$ cat src/rtl/alu_pkg.sv
// Shared ALU types: logic-unit operation select and skid-buffer state encoding.
package alu_pkg;

    typedef enum logic [1:0] {
        LOGIC_AND    = 2'b00,
        LOGIC_OR     = 2'b01,
        LOGIC_XOR    = 2'b10,
        LOGIC_PASS_A = 2'b11
    } logic_op_e;

    typedef enum logic [1:0] {
        SKID_EMPTY = 2'b00,
        SKID_ONE   = 2'b01,
        SKID_FULL  = 2'b10
    } skid_state_e;

endpackage

$ cat src/rtl/logic_skid_buffer.sv
// Two-entry skid buffer (main + skid) with registered in_ready/out_valid; main drives the outputs.
module logic_skid_buffer
    import alu_pkg::*;
#(
    parameter int unsigned DW = 10
) (
    input  logic          clk,
    input  logic          rst_n,
    input  logic          in_valid,
    output logic          in_ready,
    input  logic [DW-1:0] in_data,
    output logic          out_valid,
    input  logic          out_ready,
    output logic [DW-1:0] out_data
);

    skid_state_e   state_q, state_d;
    logic [DW-1:0] main_q, main_d;
    logic [DW-1:0] skid_q, skid_d;
    logic          in_ready_q, in_ready_d;
    logic          out_valid_q, out_valid_d;
    logic          in_fire;
    logic          out_fire;

    assign in_fire  = in_valid & in_ready_q;
    assign out_fire = out_valid_q & out_ready;

    always_comb begin
        state_d = state_q;
        main_d  = main_q;
        skid_d  = skid_q;
        case (state_q)
            SKID_EMPTY: begin
                if (in_fire) begin
                    main_d  = in_data;
                    state_d = SKID_ONE;
                end
            end
            SKID_ONE: begin
                if (in_fire && !out_fire) begin
                    skid_d  = in_data;
                    state_d = SKID_FULL;
                end else if (!in_fire && out_fire) begin
                    state_d = SKID_EMPTY;
                end else if (in_fire && out_fire) begin
                    main_d  = in_data;
                end
            end
            SKID_FULL: begin
                if (out_fire) begin
                    main_d  = skid_q;
                    state_d = SKID_ONE;
                end
            end
            default: state_d = SKID_EMPTY;
        endcase
        // Handshake outputs are registered from the next state so out_ready never reaches in_ready combinationally.
        in_ready_d  = (state_d != SKID_FULL);
        out_valid_d = (state_d != SKID_EMPTY);
    end

    always_ff @(posedge clk or negedge rst_n) begin
        if (!rst_n) begin
            state_q     <= SKID_EMPTY;
            main_q      <= '0;
            skid_q      <= '0;
            in_ready_q  <= 1'b1;
            out_valid_q <= 1'b0;
        end else begin
            state_q     <= state_d;
            main_q      <= main_d;
            skid_q      <= skid_d;
            in_ready_q  <= in_ready_d;
            out_valid_q <= out_valid_d;
        end
    end

    assign in_ready  = in_ready_q;
    assign out_valid = out_valid_q;
    assign out_data  = main_q;

endmodule

$ cat src/rtl/logic_unit.sv
// Registered bitwise logic unit (AND/OR/XOR/PASS_A, optional invert) with zero/ones flags.
// Define LOGIC_UNIT_PARITY_EN to store and present an out_parity bit per result.
module logic_unit
    import alu_pkg::*;
#(
    parameter int unsigned WIDTH = 8
) (
    input  logic             clk,
    input  logic             rst_n,
    input  logic             in_valid,
    output logic             in_ready,
    input  logic [1:0]       in_op,
    input  logic             in_invert,
    input  logic [WIDTH-1:0] in_a,
    input  logic [WIDTH-1:0] in_b,
    output logic             out_valid,
    input  logic             out_ready,
    output logic [WIDTH-1:0] out_result,
    output logic             out_zero,
    output logic             out_ones
`ifdef LOGIC_UNIT_PARITY_EN
    ,
    output logic             out_parity
`endif
);

`ifdef LOGIC_UNIT_PARITY_EN
    localparam int unsigned PW = WIDTH + 3;
`else
    localparam int unsigned PW = WIDTH + 2;
`endif

    logic_op_e        op;
    logic [WIDTH-1:0] raw;
    logic [WIDTH-1:0] res;
    logic             zero;
    logic             ones;
    logic [PW-1:0]    in_payload;
    logic [PW-1:0]    out_payload;

    always_comb begin
        op = logic_op_e'(in_op);
        case (op)
            LOGIC_AND:    raw = in_a & in_b;
            LOGIC_OR:     raw = in_a | in_b;
            LOGIC_XOR:    raw = in_a ^ in_b;
            LOGIC_PASS_A: raw = in_a;
            default:      raw = in_a;
        endcase
        res  = in_invert ? ~raw : raw;
        zero = (res == '0);
        ones = (res == '1);
`ifdef LOGIC_UNIT_PARITY_EN
        in_payload = {^res, ones, zero, res};
`else
        in_payload = {ones, zero, res};
`endif
    end

    logic_skid_buffer #(
        .DW(PW)
    ) u_skid (
        .clk       (clk),
        .rst_n     (rst_n),
        .in_valid  (in_valid),
        .in_ready  (in_ready),
        .in_data   (in_payload),
        .out_valid (out_valid),
        .out_ready (out_ready),
        .out_data  (out_payload)
    );

    assign out_result = out_payload[WIDTH-1:0];
    assign out_zero   = out_payload[WIDTH];
    assign out_ones   = out_payload[WIDTH+1];
`ifdef LOGIC_UNIT_PARITY_EN
    assign out_parity = out_payload[WIDTH+2];
`endif

endmodule

$ cat config.mk
export PLATFORM = sky130hd
export DESIGN_NAME = logic_unit
export DESIGN_NICKNAME = d
export VERILOG_FILES = /design/src/rtl/alu_pkg.sv /design/src/rtl/logic_skid_buffer.sv /design/src/rtl/logic_unit.sv
export SDC_FILE = /design/constraint.sdc
export NUM_CORES = 1
export LEC_CHECK = 0
export CAP_MARGIN = 40
export CORE_MARGIN = 2
export CORE_UTILIZATION = 35
export DETAILED_ROUTE_END_ITERATION = 16
export HOLD_SLACK_MARGIN = 0.12
export MAX_ROUTING_LAYER = met4
export PLACE_DENSITY_LB_ADDON = 0.05
export SETUP_SLACK_MARGIN = 0.02
export SLEW_MARGIN = 20
export SYNTH_ARGS = -nofsm -noshare
export SYNTH_HDL_FRONTEND = slang
export SYNTH_SLANG_ARGS = --single-unit
$ cat constraint.sdc
create_clock -name clk -period 2.1 [get_ports clk]
set_clock_uncertainty 0.15 [all_clocks]
set_input_delay 0.42 -clock clk [delete_from_list [all_inputs] [get_ports clk]]
set_output_delay 0.42 -clock clk [all_outputs]
set_load 0.005 [all_outputs]
After elaboration in Yosys (flattened, before gate mapping)
Index checks and enable logic that the tools add are counted.

Bits in registers: 24. Bits in read-only memories: 0. Input bits: 23. Latch bits: 0. Output and inout bits: 12. Memories: 0. Bits in writable memories: 0.

Multiply operators: 0. Multiplexer cells: 13. Reductions and logical operators: 12. Bitwise logic cells: 6. Div/mod/pow operators: 0. Add/sub/neg operators: 0. Shift operators: 0. Equal/unequal tests: 12. $lt $le $gt $ge: 0.

Operator list (count): $mux 10 (5); $pmux 8 s4 (1); $pmux 10 s3 (1); $and 8x8->8 (1); $eq 8x8->1 const B (1); $logic_not 8->1 (1); $mux 2 (4); $mux 8 (1); $not 8->8 (1); $or 8x8->8 (1); $xor 8x8->8 (1); $eq 2x2->1 const B (3); $ne 2x1->1 const B (3); $ne 2x2->1 const B (3); $pmux 2 s3 (1); $reduce_and 6->1 (1); $eq 2x1->1 const B (2); $logic_not 2->1 (2); $logic_and 1x1->1 (3); $reduce_bool 3->1 (1); $and 1x1->1 (2); $logic_not 1->1 (2); $reduce_and 2->1 (1); $reduce_bool 2->1 (1).

Longest topological paths before layout
Gate-level depths: netlist of run 1.

Word-level depth: 9. Depth in mapped cells: 8. Gate-level depth less buffers: 8.

Cells and area by module
A second synthesis of run 1 with hierarchy kept.

Cells, all modules: 164. Area total of the unflattened synthesis: 1751.7 um^2.

By module, submodules not included: logic_skid_buffer (area each 1084.8 um^2, sequential area each 601.8 um^2, cells an instance 95, times used 1); logic_unit (area each 666.9 um^2, sequential area each 0.0 um^2, cells an instance 69, times used 1).

Least setup slack after synthesis of run 1
Ideal clock, no wire load.

Path type: in2reg. From: in in_a[2]. To: reg u_skid.main_q[9] (netlist: u_skid.out_data[9]). Stages: 7. Slack: -183 ps. Data required time: 1873 ps. Path buffers: 0. Data arrival time: 2055 ps. Cell sequence: inv_1 > ha_1 > mux4_2 > or4_4 > nor2_2 > a21oi_1 > a21oi_1.

Cells in the longest elaborated chain, start to end: 9. Elaborated cells between the ends (all ways): 12. Those cells by class: 1 x eq/ne; 7 x mux; 4 x bitwise.

Ends and longest elaborated chain: start, declared (RTL line logic_unit.sv:14) `input logic [WIDTH-1:0] in_a,`; $xor 8x8->8 (tied with other cells) (RTL line logic_unit.sv:46) `LOGIC_XOR: raw = in_a ^ in_b;`; $pmux 8 s4 * (RTL line logic_unit.sv:43) `case (op)`; $not 8->8 (RTL line logic_unit.sv:50) `res = in_invert ? ~raw : raw;`; $mux 8 * (RTL line logic_unit.sv:50); $eq 8x8->1 * (RTL line logic_unit.sv:52) `ones = (res == '1);`; $mux 10 (RTL line logic_skid_buffer.sv:45) `end else if (in_fire && out_fire) begin`; $mux 10 (RTL line logic_skid_buffer.sv:43) `end else if (!in_fire && out_fire) begin`; $mux 10 (RTL line logic_skid_buffer.sv:40) `if (in_fire && !out_fire) begin`; $pmux 10 s3 * (RTL line logic_skid_buffer.sv:32) `case (state_q)`; end signal, assigned (RTL line logic_skid_buffer.sv:71) `main_q <= main_d;`; end, declared (RTL line logic_skid_buffer.sv:18) `logic [DW-1:0] main_q, main_d;`.

Mark *: on every way between the ends. The rest lies on a longest branch, timed or not. The select of a mux whose other input is x is not followed. A chain may end at the register's enable or synchronous reset.

Worst setup path after layout of run 1
From: in in_a[3]. To: reg u_skid.skid_q[8].

Cells in the longest elaborated chain, start to end: 5. Elaborated cells between the ends (all ways): 7. Those cells by class: 2 x mux; 4 x bitwise; 1 x reduce/logical.

Ends and longest elaborated chain: $xor 8x8->8 (tied with other cells) (RTL line logic_unit.sv:46); $pmux 8 s4 * (RTL line logic_unit.sv:43); $not 8->8 (RTL line logic_unit.sv:50); $mux 8 * (RTL line logic_unit.sv:50); $logic_not 8->1 * (RTL line logic_unit.sv:51) `zero = (res == '0);`; end signal, assigned (RTL line logic_skid_buffer.sv:72) `skid_q <= skid_d;`; end, declared (RTL line logic_skid_buffer.sv:19) `logic [DW-1:0] skid_q, skid_d;`.

Mark *: on every way between the ends. The rest lies on a longest branch, timed or not.

==> qor.csv, run 1 <==
metric,value,unit
highest cell delay on the worst timing path,0.54,ns
standard cell with the maximum stage delay on the critical path,sky130_fd_sc_hd__or4_4,
Min-Delay Path Class,register to register,
worst path cell trace,buf_8 > inv_4 > ha_4 > mux4_2 > or4_4 > nor2_4 > a21oi_2 > o21ai_1,
total power consumption of the routed design,2.106,mW
root cell of the clock tree,sky130_fd_sc_hd__clkbuf_8,
total of flip-flops plus latches after synthesis,24,
part of the Yosys area used for sequential elements,0.3746,
net count reported at finish,267,
number of remaining DRC errors,0,
TritonCTS buffer count,3,
core region area,4384,sq um
count of H-tree levels built during CTS,1,
pin slew with the least headroom to its limit,0.4661,ns
Post-Synthesis Net Count,211,
switching component of the power,0.7014,mW
drt pass-1 iters,4,
Worst slew margin,0.6886,
overflow left after global routing,0,
fraction of layout cells with a size suffix above 1,0.3877,
wire length reported by the detailed router,3374,um
number of distinct standard cells referenced by the synthesized netlist,26,
starting density of the core,0.3664,
maximum fanout encountered on the critical timing path,2,
number of vias in the routed layout,1351,
floorplan die area,5148,sq um
DIE HEIGHT,71.75,um
proportion of power drawn by the clock network,0.147,
Post-Syn Area,1607,sq um
met1 capacity usage during global routing,0.1606,
global-route wire length before repair,5858,um
Leak Pwr,1.083,nW
Port Buffer Count,34,
number of buffers and inverters on the critical path,2,
met2 layer usage reported by global route,0.2634,
result of the run,"complete, no violations",
portion of the clock cycle consumed by the worst path in the final layout,0.9890,
relative contribution of combinational cells to total power,0.486,
Finished Cell Area,2411,sq um
worst-case reg-to-reg path depth,6,
share of total power consumed by net switching,0.3331,
clock tree from TritonCTS,done,
pins over their slew limit,0,
number of clock sinks seen by CTS,24,
number of warnings printed during yosys synthesis,0,
setup repair after global routing missed its margin,yes,
endpoint required time on the critical path,2.15,ns
count of mapped cells out of synthesis,172,
type of element launching the critical path,input pin,
cell class contributing the biggest share of worst-path delay,simple AND/OR/NAND/NOR gates,
share of the synthesized area in the top cell type,0.3583,
Final Hold Fails,0,
via count of the first global-routing pass,1384,
critical path arrival,2.12,ns
final antenna-violating net count,0,
P_int,1.404,mW
GR Util met3,0.01688,
Seq pwr share,0.367,
Highest Clock Rate,0.4815,GHz
global route hottest layer,met2,
CP Depth,8,
latest clock arrival within the worst-skew pair,0.26,ns
cell area after placement,2263,sq um
Die W,71.75,um
vias per std cell,4.842,
mean routed wirelength per cell,12.09,um
drt initial violations,73,
Max-Cap Viols,0,
post-synthesis to final-layout area growth,50.08,%
VDD IR max,0.0003128,V
clock slew seen by the registers of the worst setup and hold paths,0.08,ns
number of buffers inserted for hold repair after clock tree synthesis,0,
initial antenna violation count,0,
Detailed Place HPWL,2636,um
largest area contributor in the synthesized netlist,sky130_fd_sc_hd__dfrtp_1,
ant diodes,0,
cells taking the most area after synthesis,"sky130_fd_sc_hd__dfrtp_1 (36%), sky130_fd_sc_hd__ha_1 (12%), sky130_fd_sc_hd__mux4_2 (9.8%), sky130_fd_sc_hd__inv_1 (6.1%), sky130_fd_sc_hd__o21ai_0 (5.6%)",
shortest clock period the worst path allows after layout,2.077,ns
I/O Pins,35,
pin count of the biggest net entering global routing,25,
hold depth,2,
global router's overall resource usage,0.1460,
final count of negative-setup-slack endpoints,0,
Row Count,24,
Placer Congestion,0.7724,
kind of critical path,input pin to register,
largest buffer count on any clock path,2,
Hold Slack,0.3405,ns
total power per unit cell area,873.3,nW/um^2
Finished Core Util,0.5499,
nature of the critical path endpoint,register,
post-synthesis average cell area,9.340,sq um
==> cell families (layout without fill, tap and decap cells) <==
family / after synthesis / count (layout) / synth area share
muxes: 8 / 8 / 0.1145
AOI/OAI and AO/OA: 36 / 36 / 0.1184
adders and majority gates: 16 / 16 / 0.1246
DFF: 24 / 24 / 0.3746
buffers and inverters: 35 / 90 / 0.09812
and+or+nand+nor: 44 / 44 / 0.1207
xor gates and xnor gates: 9 / 9 / 0.04907
==> flip-flops by register name, indices dropped and copies added (netlist names) <==
| register | flops |
|---|---|
| u_skid.state_q | 2 |
| u_skid.out_data | 10 |
| u_skid.out_valid | 1 |
| u_skid.skid_q | 10 |
| u_skid.in_ready | 1 |
==> layout make-up <==
type / instances / area (sq um)
multi-input cells: 113 / 985.9
well taps: 52 / 65.06
flip-flops and latches: 24 / 601.8
repair buffers: 60 / 575.6
inverters: 26 / 127.6
fillers: 409 / 1973
clock buffers: 4 / 55.05
==> cells in the mapped netlist <==
cell type	n
sky130_fd_sc_hd__a211oi_1	1
sky130_fd_sc_hd__or3_1	1
sky130_fd_sc_hd__mux4_1	1
sky130_fd_sc_hd__nor2_2	1
sky130_fd_sc_hd__a22o_1	1
sky130_fd_sc_hd__o21ai_1	2
sky130_fd_sc_hd__ha_1	16
sky130_fd_sc_hd__nand4_1	2
sky130_fd_sc_hd__clkbuf_1	6
sky130_fd_sc_hd__buf_6	2
sky130_fd_sc_hd__o22ai_1	1
sky130_fd_sc_hd__nor2_1	10
sky130_fd_sc_hd__or4_4	1
sky130_fd_sc_hd__nand2b_1	2
sky130_fd_sc_hd__nor3_1	2
sky130_fd_sc_hd__buf_8	1
sky130_fd_sc_hd__or4_1	1
sky130_fd_sc_hd__a21oi_1	12
sky130_fd_sc_hd__dfrtp_1	23
sky130_fd_sc_hd__xnor2_1	9
sky130_fd_sc_hd__o21bai_1	1
sky130_fd_sc_hd__dfstp_2	1
sky130_fd_sc_hd__inv_1	26
sky130_fd_sc_hd__o21ai_0	18
sky130_fd_sc_hd__nand2_1	24
sky130_fd_sc_hd__mux4_2	7
==> layer usage <==
layer / wire length, um / up-vias
met5: 0 / -
met1: 1435 / 628
met3: 124 / 6
li1: - / 673
met4: 54 / 0
met2: 1759 / 44
==> power by group through the flow <==
stage               clock network (mW)  registers [mW]  logic (mW)
global placement                     0           0.773       0.968
global route                     0.343           0.795        1.15
finish                           0.309           0.773        1.02
CTS                              0.322           0.774        1.01
floorplan                            0           0.780       0.488
detailed placement                   0           0.784       0.998
==> final timing paths <==
path                                                   start                        endpoint  slack (ns)
worst max-delay path                                 in_a[3]    u_skid.skid_q[8]$_DFFE_PN0P_        0.02
worst min-delay path            u_skid.skid_q[0]$_DFFE_PN0P_    u_skid.skid_q[0]$_DFFE_PN0P_        0.34
worst max register to register     u_skid.in_ready$_DFF_PN1_  u_skid.out_data[0]$_DFFE_PN0P_        0.33
worst min register to register  u_skid.skid_q[0]$_DFFE_PN0P_    u_skid.skid_q[0]$_DFFE_PN0P_        0.34
max in group asynchronous                              rst_n       u_skid.in_ready$_DFF_PN1_        1.17
min in group asynchronous                              rst_n     u_skid.state_q[1]$_DFF_PN0_        0.35
==> timing repair <==
item	CTS	global route
pin swaps	9	9
gates resized for setup	96	18
endpoints found under the setup margin	20	5
setup buffers	3	0
==> stage by stage <==
step	TNS, ns	worst slack (ns)	cells
floorplan	-0.4293	-0.1109	172
global placement	-9.304	-0.7794	272
detailed placement	-9.700	-0.8363	272
CTS	-0.01392	-0.01392	279
global route	-0.08978	-0.04283	279
finish	0	0.02316	279
==> layout by cell type (no fill, tap or decap), drive strengths merged <==
master and n:
dfstp 1, dfrtp 23, a21oi 12, nand4 2, or4 2, clkdlybuf4s50 16
mux4 8, buf 43, nor3 2, o22ai 1, nand2b 2, or3 1
a211oi 1, ha 16, xnor2 9, clkbuf 5, a22o 1, inv 26
o21ai 20, nand2 24, nor2 11, o21bai 1
==> worst min-delay path, cell delays in order, from the launching register on <==
cell                      delay [ns]
sky130_fd_sc_hd__dfrtp_1        0.35
sky130_fd_sc_hd__nand2_1        0.05
sky130_fd_sc_hd__o21ai_0        0.06
(Power assumes the default switching activity.)
==> run 2: changes to the inputs <==
- clock period: 2.1 -> 2.2 ns (I/O delays scaled with it)
==> run 2 against run 1 <==
Against the previous run: die area did not move; worst hold slack worse by 0.0088 ns; sequential power shrank 4.9%; setup slack better by 0.070 ns; power down 7.6%; non-clock buffer count unchanged; register-to-register slack better by 0.08 ns.
==> qor.csv, run 2 (synthesis gave the netlist of run 1 again) <==
metric,value,unit
largest buffer count on any clock path,2,
"most common cell after layout, fill and taps aside",sky130_fd_sc_hd__nand2_1,
mean routed wirelength per cell,11.21,um
relative contribution of combinational cells to total power,0.473,
Leak Pwr,1.061,nW
final count of negative-setup-slack endpoints,0,
worst path cell trace,buf_2 > inv_4 > ha_4 > mux4_2 > or4_4 > nor2_4 > a21oi_2 > a21oi_1,
latest clock arrival within the worst-skew pair,0.26,ns
Row Count,24,
drt pass-1 iters,4,
Finished Cell Area,2338,sq um
via count of the first global-routing pass,1323,
final antenna-violating net count,0,
highest cell delay on the worst timing path,0.54,ns
type of element launching the critical path,input pin,
net count reported at finish,267,
vias per std cell,4.842,
critical path arrival,2.15,ns
kind of critical path,input pin to register,
VDD IR max,0.0003109,V
Hold Slack,0.3316,ns
cell area after placement,2236,sq um
ant diodes,0,
Placer Congestion,0.7916,
starting density of the core,0.3664,
standard cell with the maximum stage delay on the critical path,sky130_fd_sc_hd__or4_4,
setup slack on the worst flop-to-flop path,0.41,ns
clock tree from TritonCTS,done,
pin slew with the least headroom to its limit,0.4486,ns
Die W,71.75,um
pins over their slew limit,0,
proportion of power drawn by the clock network,0.150,
initial antenna violation count,0,
maximum fanout encountered on the critical timing path,2,
Max-Cap Viols,0,
pin count of the biggest net entering global routing,25,
count of H-tree levels built during CTS,1,
Highest Clock Rate,0.4746,GHz
shortest clock period the worst path allows after layout,2.107,ns
Port Buffer Count,34,
root cell of the clock tree,sky130_fd_sc_hd__clkbuf_8,
number of remaining DRC errors,0,
"commonest cells after routing, fill and taps aside","sky130_fd_sc_hd__nand2_1 (24), sky130_fd_sc_hd__buf_4 (23), sky130_fd_sc_hd__dfrtp_1 (23)",
share of total power consumed by net switching,0.3268,
cell class contributing the biggest share of worst-path delay,simple AND/OR/NAND/NOR gates,
Final Hold Fails,0,
number of clock sinks seen by CTS,24,
number of buffers inserted for hold repair after clock tree synthesis,0,
Seq pwr share,0.378,
Min-Delay Path Class,register to register,
total power per unit cell area,832.3,nW/um^2
P_int,1.310,mW
Detailed Place HPWL,2552,um
overflow left after global routing,0,
nature of the critical path endpoint,register,
drt initial violations,27,
I/O Pins,35,
post-synthesis to final-layout area growth,45.56,%
Worst slew margin,0.7003,
global router's overall resource usage,0.1401,
number of buffers and inverters on the critical path,2,
number of vias in the routed layout,1351,
core region area,4384,sq um
wire length reported by the detailed router,3127,um
endpoint required time on the critical path,2.24,ns
floorplan die area,5148,sq um
Fill cells,407,
result of the run,"complete, no violations",
portion of the clock cycle consumed by the worst path in the final layout,0.9578,
total power consumption of the routed design,1.946,mW
fraction of layout cells with a size suffix above 1,0.3833,
DIE HEIGHT,71.75,um
switching component of the power,0.6361,mW
setup repair after global routing missed its margin,no,
clock slew seen by the registers of the worst setup and hold paths,0.08,ns
TritonCTS buffer count,3,
global-route wire length before repair,5575,um
==> run 2: timing repair <==
item | in CTS | in global routing
gates resized for setup | 74 | 19
setup endpoints to repair | 15 | 6
pin swaps | 8 | 6
setup buffers | 4 | 1
==> run 2: cell type report <==
cell class / count / area [sq um] / area share
Timing Repair Buffer: 60 / 524.3 / 0.2242
Tap cell: 52 / 65.06 / 0.02782
Inverter: 26 / 120.1 / 0.05136
Multi-Input combinational cell: 113 / 972.2 / 0.4157
Sequential cell: 24 / 601.8 / 0.2574
Clock buffer: 4 / 55.05 / 0.02354
==> run 2: routing by layer <==
layer  up-vias  share of wire  GRT usage  wire, um
met5         -              0          -         0
met4         0          0.022    0.06918        70
met3         4          0.041    0.01266       127
met2        36           0.52     0.2551      1633
met1       632           0.41     0.1513      1295
li1        679              -          -         -
==> run 2: path summary, 6_finish.rpt <==
path	cells after the start	startpoint	end
max in group asynchronous	2	rst_n	u_skid.in_ready$_DFF_PN1_
min reg2reg	2	u_skid.skid_q[0]$_DFFE_PN0P_	u_skid.skid_q[0]$_DFFE_PN0P_
max reg2reg	6	u_skid.in_ready$_DFF_PN1_	u_skid.out_data[0]$_DFFE_PN0P_
max	8	in_b[5]	u_skid.out_data[9]$_DFFE_PN0P_
min	2	u_skid.skid_q[0]$_DFFE_PN0P_	u_skid.skid_q[0]$_DFFE_PN0P_
min in group asynchronous	2	rst_n	u_skid.out_valid$_DFF_PN0_
==> run 2: metrics by stage <==
stage | utilization | setup slack, ns | cells | TNS (ns)
2_1_floorplan | - | -0.03094 | 172 | -0.1093
3_3_place_gp | 0.5100 | -0.6995 | 270 | -7.734
3_5_place_dp | 0.5100 | -0.7581 | 270 | -8.372
4_1_cts | 0.5251 | 0.02174 | 278 | 0
5_1_grt | 0.5334 | 0.02367 | 279 | 0
6_report | 0.5334 | 0.09293 | 279 | 0
==> run 2: tightest hold or removal path: cells and delay by family (launching register included) <==
| kind | cells | cell delay [ns] |
|---|---|---|
| AOI/OAI and AO/OA | 1 | 0.06 |
| and+or+nand+nor | 1 | 0.05 |
| DFF | 1 | 0.34 |
==> run 2: power by group through the flow <==
stage               registers, mW  clock network, mW  logic [mW]
floorplan                   0.744                  0       0.466
global placement            0.736                  0       0.897
detailed placement          0.747                  0       0.912
CTS                         0.738              0.301       0.922
global route                0.764              0.321        1.04
finish                      0.735              0.291       0.920
==> run 3: changes to the inputs <==
- CORE_UTILIZATION: 35 -> 50
==> run 3 against run 2 <==
Against the previous run: cell area fell by 5.3%; routed wire length down 0.61%; die area fell by 28%; setup slack got worse by 0.030 ns; clock power down 32%; non-clock buffer count shrank 4; largest power group unchanged.
==> qor.csv, run 3 (synthesis gave the netlist of run 1 again) <==
metric,value,unit
count of H-tree levels built during CTS,1,
number of vias in the routed layout,1351,
setup repair after global routing missed its margin,no,
Total Neg Setup Slack,0,ns
relative contribution of combinational cells to total power,0.496,
pin count of the biggest net entering global routing,21,
total power consumption of the routed design,1.869,mW
Highest Clock Rate,0.4680,GHz
root cell of the clock tree,sky130_fd_sc_hd__clkbuf_4,
core region area,3053,sq um
vias per std cell,5.060,
drt pass-1 iters,4,
shortest clock period the worst path allows after layout,2.137,ns
floorplan die area,3683,sq um
portion of the clock cycle consumed by the worst path in the final layout,0.9713,
"most common cell after layout, fill and taps aside",sky130_fd_sc_hd__nand2_1,
pins over their slew limit,0,
clock tree from TritonCTS,done,
proportion of power drawn by the clock network,0.105,
switching component of the power,0.6600,mW
Min-Delay Path Class,input pin to asynchronous set/reset pin,
ant diodes,0,
overflow left after global routing,0,
Seq pwr share,0.399,
critical path arrival,2.23,ns
share of total power consumed by net switching,0.3532,
final antenna-violating net count,0,
type of element launching the critical path,input pin,
VDD IR max,0.0003334,V
fraction of layout cells with a size suffix above 1,0.3274,
Worst slew margin,0.6671,
clock slew seen by the registers of the worst setup and hold paths,0.12,ns
TritonCTS buffer count,3,
endpoint required time on the critical path,2.30,ns
Max-Cap Viols,0,
Detailed Place HPWL,2671,um
global router's overall resource usage,0.1909,
starting density of the core,0.5262,
latest clock arrival within the worst-skew pair,0.31,ns
Port Buffer Count,34,
drt initial violations,43,
Finished Layout Cells,267,
"commonest cells after routing, fill and taps aside","sky130_fd_sc_hd__nand2_1 (24), sky130_fd_sc_hd__dfrtp_1 (23), sky130_fd_sc_hd__buf_4 (20)",
mean routed wirelength per cell,11.64,um
via count of the first global-routing pass,1291,
nature of the critical path endpoint,register,
Leak Pwr,1.013,nW
net count reported at finish,263,
number of buffers inserted for hold repair after clock tree synthesis,0,
maximum fanout encountered on the critical timing path,2,
Row Count,20,
Final Hold Fails,0,
P_int,1.209,mW
final count of negative-setup-slack endpoints,0,
initial antenna violation count,0,
wire length reported by the detailed router,3108,um
total power per unit cell area,843.9,nW/um^2
kind of critical path,input pin to register,
placed instance count,262,
largest buffer count on any clock path,2,
result of the run,"complete, no violations",
I/O Pins,35,
Finished Core Util,0.7254,
global-route wire length before repair,5078,um
post-synthesis to final-layout area growth,37.85,%
pin slew with the least headroom to its limit,0.4984,ns
number of remaining DRC errors,0,
Die W,60.69,um
number of clock sinks seen by CTS,24,
DIE HEIGHT,60.69,um
Hold Slack,0.2340,ns
Placer Congestion,0.7610,
[run 3: changes by cell type in the layout (fill, tap and decap cells not counted), moves of 3 or more]
cell                            before  now
sky130_fd_sc_hd__buf_6               8    0
sky130_fd_sc_hd__buf_2               5    9
sky130_fd_sc_hd__clkbuf_8            4    0
sky130_fd_sc_hd__buf_4              23   20
sky130_fd_sc_hd__clkbuf_2            5    2
sky130_fd_sc_hd__clkbuf_4            0    3
sky130_fd_sc_hd__dlygate4sd2_1       0    3
sky130_fd_sc_hd__ha_4                8    5
sky130_fd_sc_hd__inv_1              12   15
sky130_fd_sc_hd__inv_2               9    6
[run 3: layout make-up]
type                    instances  area [sq um]
multi-input cells             113         937.1
fillers                       235         838.3
flip-flops and latches         24         601.8
repair buffers                 56         474.2
inverters                      26         120.1
well taps                      44         55.05
clock buffers                   4         26.28
[run 3: worst max-delay path, stage by stage]
cell                      delay (ns)
sky130_fd_sc_hd__buf_2          0.09
sky130_fd_sc_hd__inv_1          0.04
sky130_fd_sc_hd__ha_1           0.28
sky130_fd_sc_hd__mux4_2         0.48
sky130_fd_sc_hd__or4_4          0.56
sky130_fd_sc_hd__nor2_4         0.14
sky130_fd_sc_hd__a21oi_2        0.07
sky130_fd_sc_hd__o21ai_1        0.13
[run 3: timing repair]
action | in CTS | in global routing
gates resized for setup | 58 | 8
endpoints found under the setup margin | 13 | 2
pin swaps | 8 | 4
setup buffers | 1 | 0
[run 3: path summary, 6_finish.rpt]
path / cells after the start / slack [ns] / from / to
min in group clk: 2 / 0.34 / u_skid.skid_q[6]$_DFFE_PN0P_ / u_skid.skid_q[6]$_DFFE_PN0P_
worst max register to register: 6 / 0.37 / u_skid.in_ready$_DFF_PN1_ / u_skid.out_data[5]$_DFFE_PN0P_
worst max-delay path: 8 / 0.06 / in_b[3] / u_skid.skid_q[9]$_DFFE_PN0P_
max in group asynchronous: 2 / 1.13 / rst_n / u_skid.skid_q[3]$_DFFE_PN0P_
worst min-delay path: 1 / 0.23 / rst_n / u_skid.state_q[0]$_DFF_PN0_
worst min register to register: 2 / 0.34 / u_skid.skid_q[6]$_DFFE_PN0P_ / u_skid.skid_q[6]$_DFFE_PN0P_
[run 3: layer usage]
metal | global-route usage | vias to the layer above | wire length [um]
li1 | - | 669 | -
met1 | 0.1873 | 625 | 1204
met2 | 0.3671 | 46 | 1681
met3 | 0.01279 | 11 | 119
met4 | 0.1025 | 0 | 103
met5 | - | - | 0
[run 3: through the flow]
step	setup WS [ns]	instance area, sq um
after global placement	-0.6929	2226
after detailed placement	-0.7745	2226
after global routing	0.02564	2215
after CTS	0.02455	2221
final	0.06316	2215
after floorplan	-0.03094	1708
[run 3: power groups by stage]
stage | registers (mW) | clock network [mW] | logic, mW
after global placement | 0.737 | 0 | 0.881
after detailed placement | 0.755 | 0 | 0.928
final | 0.745 | 0.197 | 0.927
after global routing | 0.762 | 0.221 | 1.04
after CTS | 0.744 | 0.201 | 0.924
after floorplan | 0.744 | 0 | 0.466
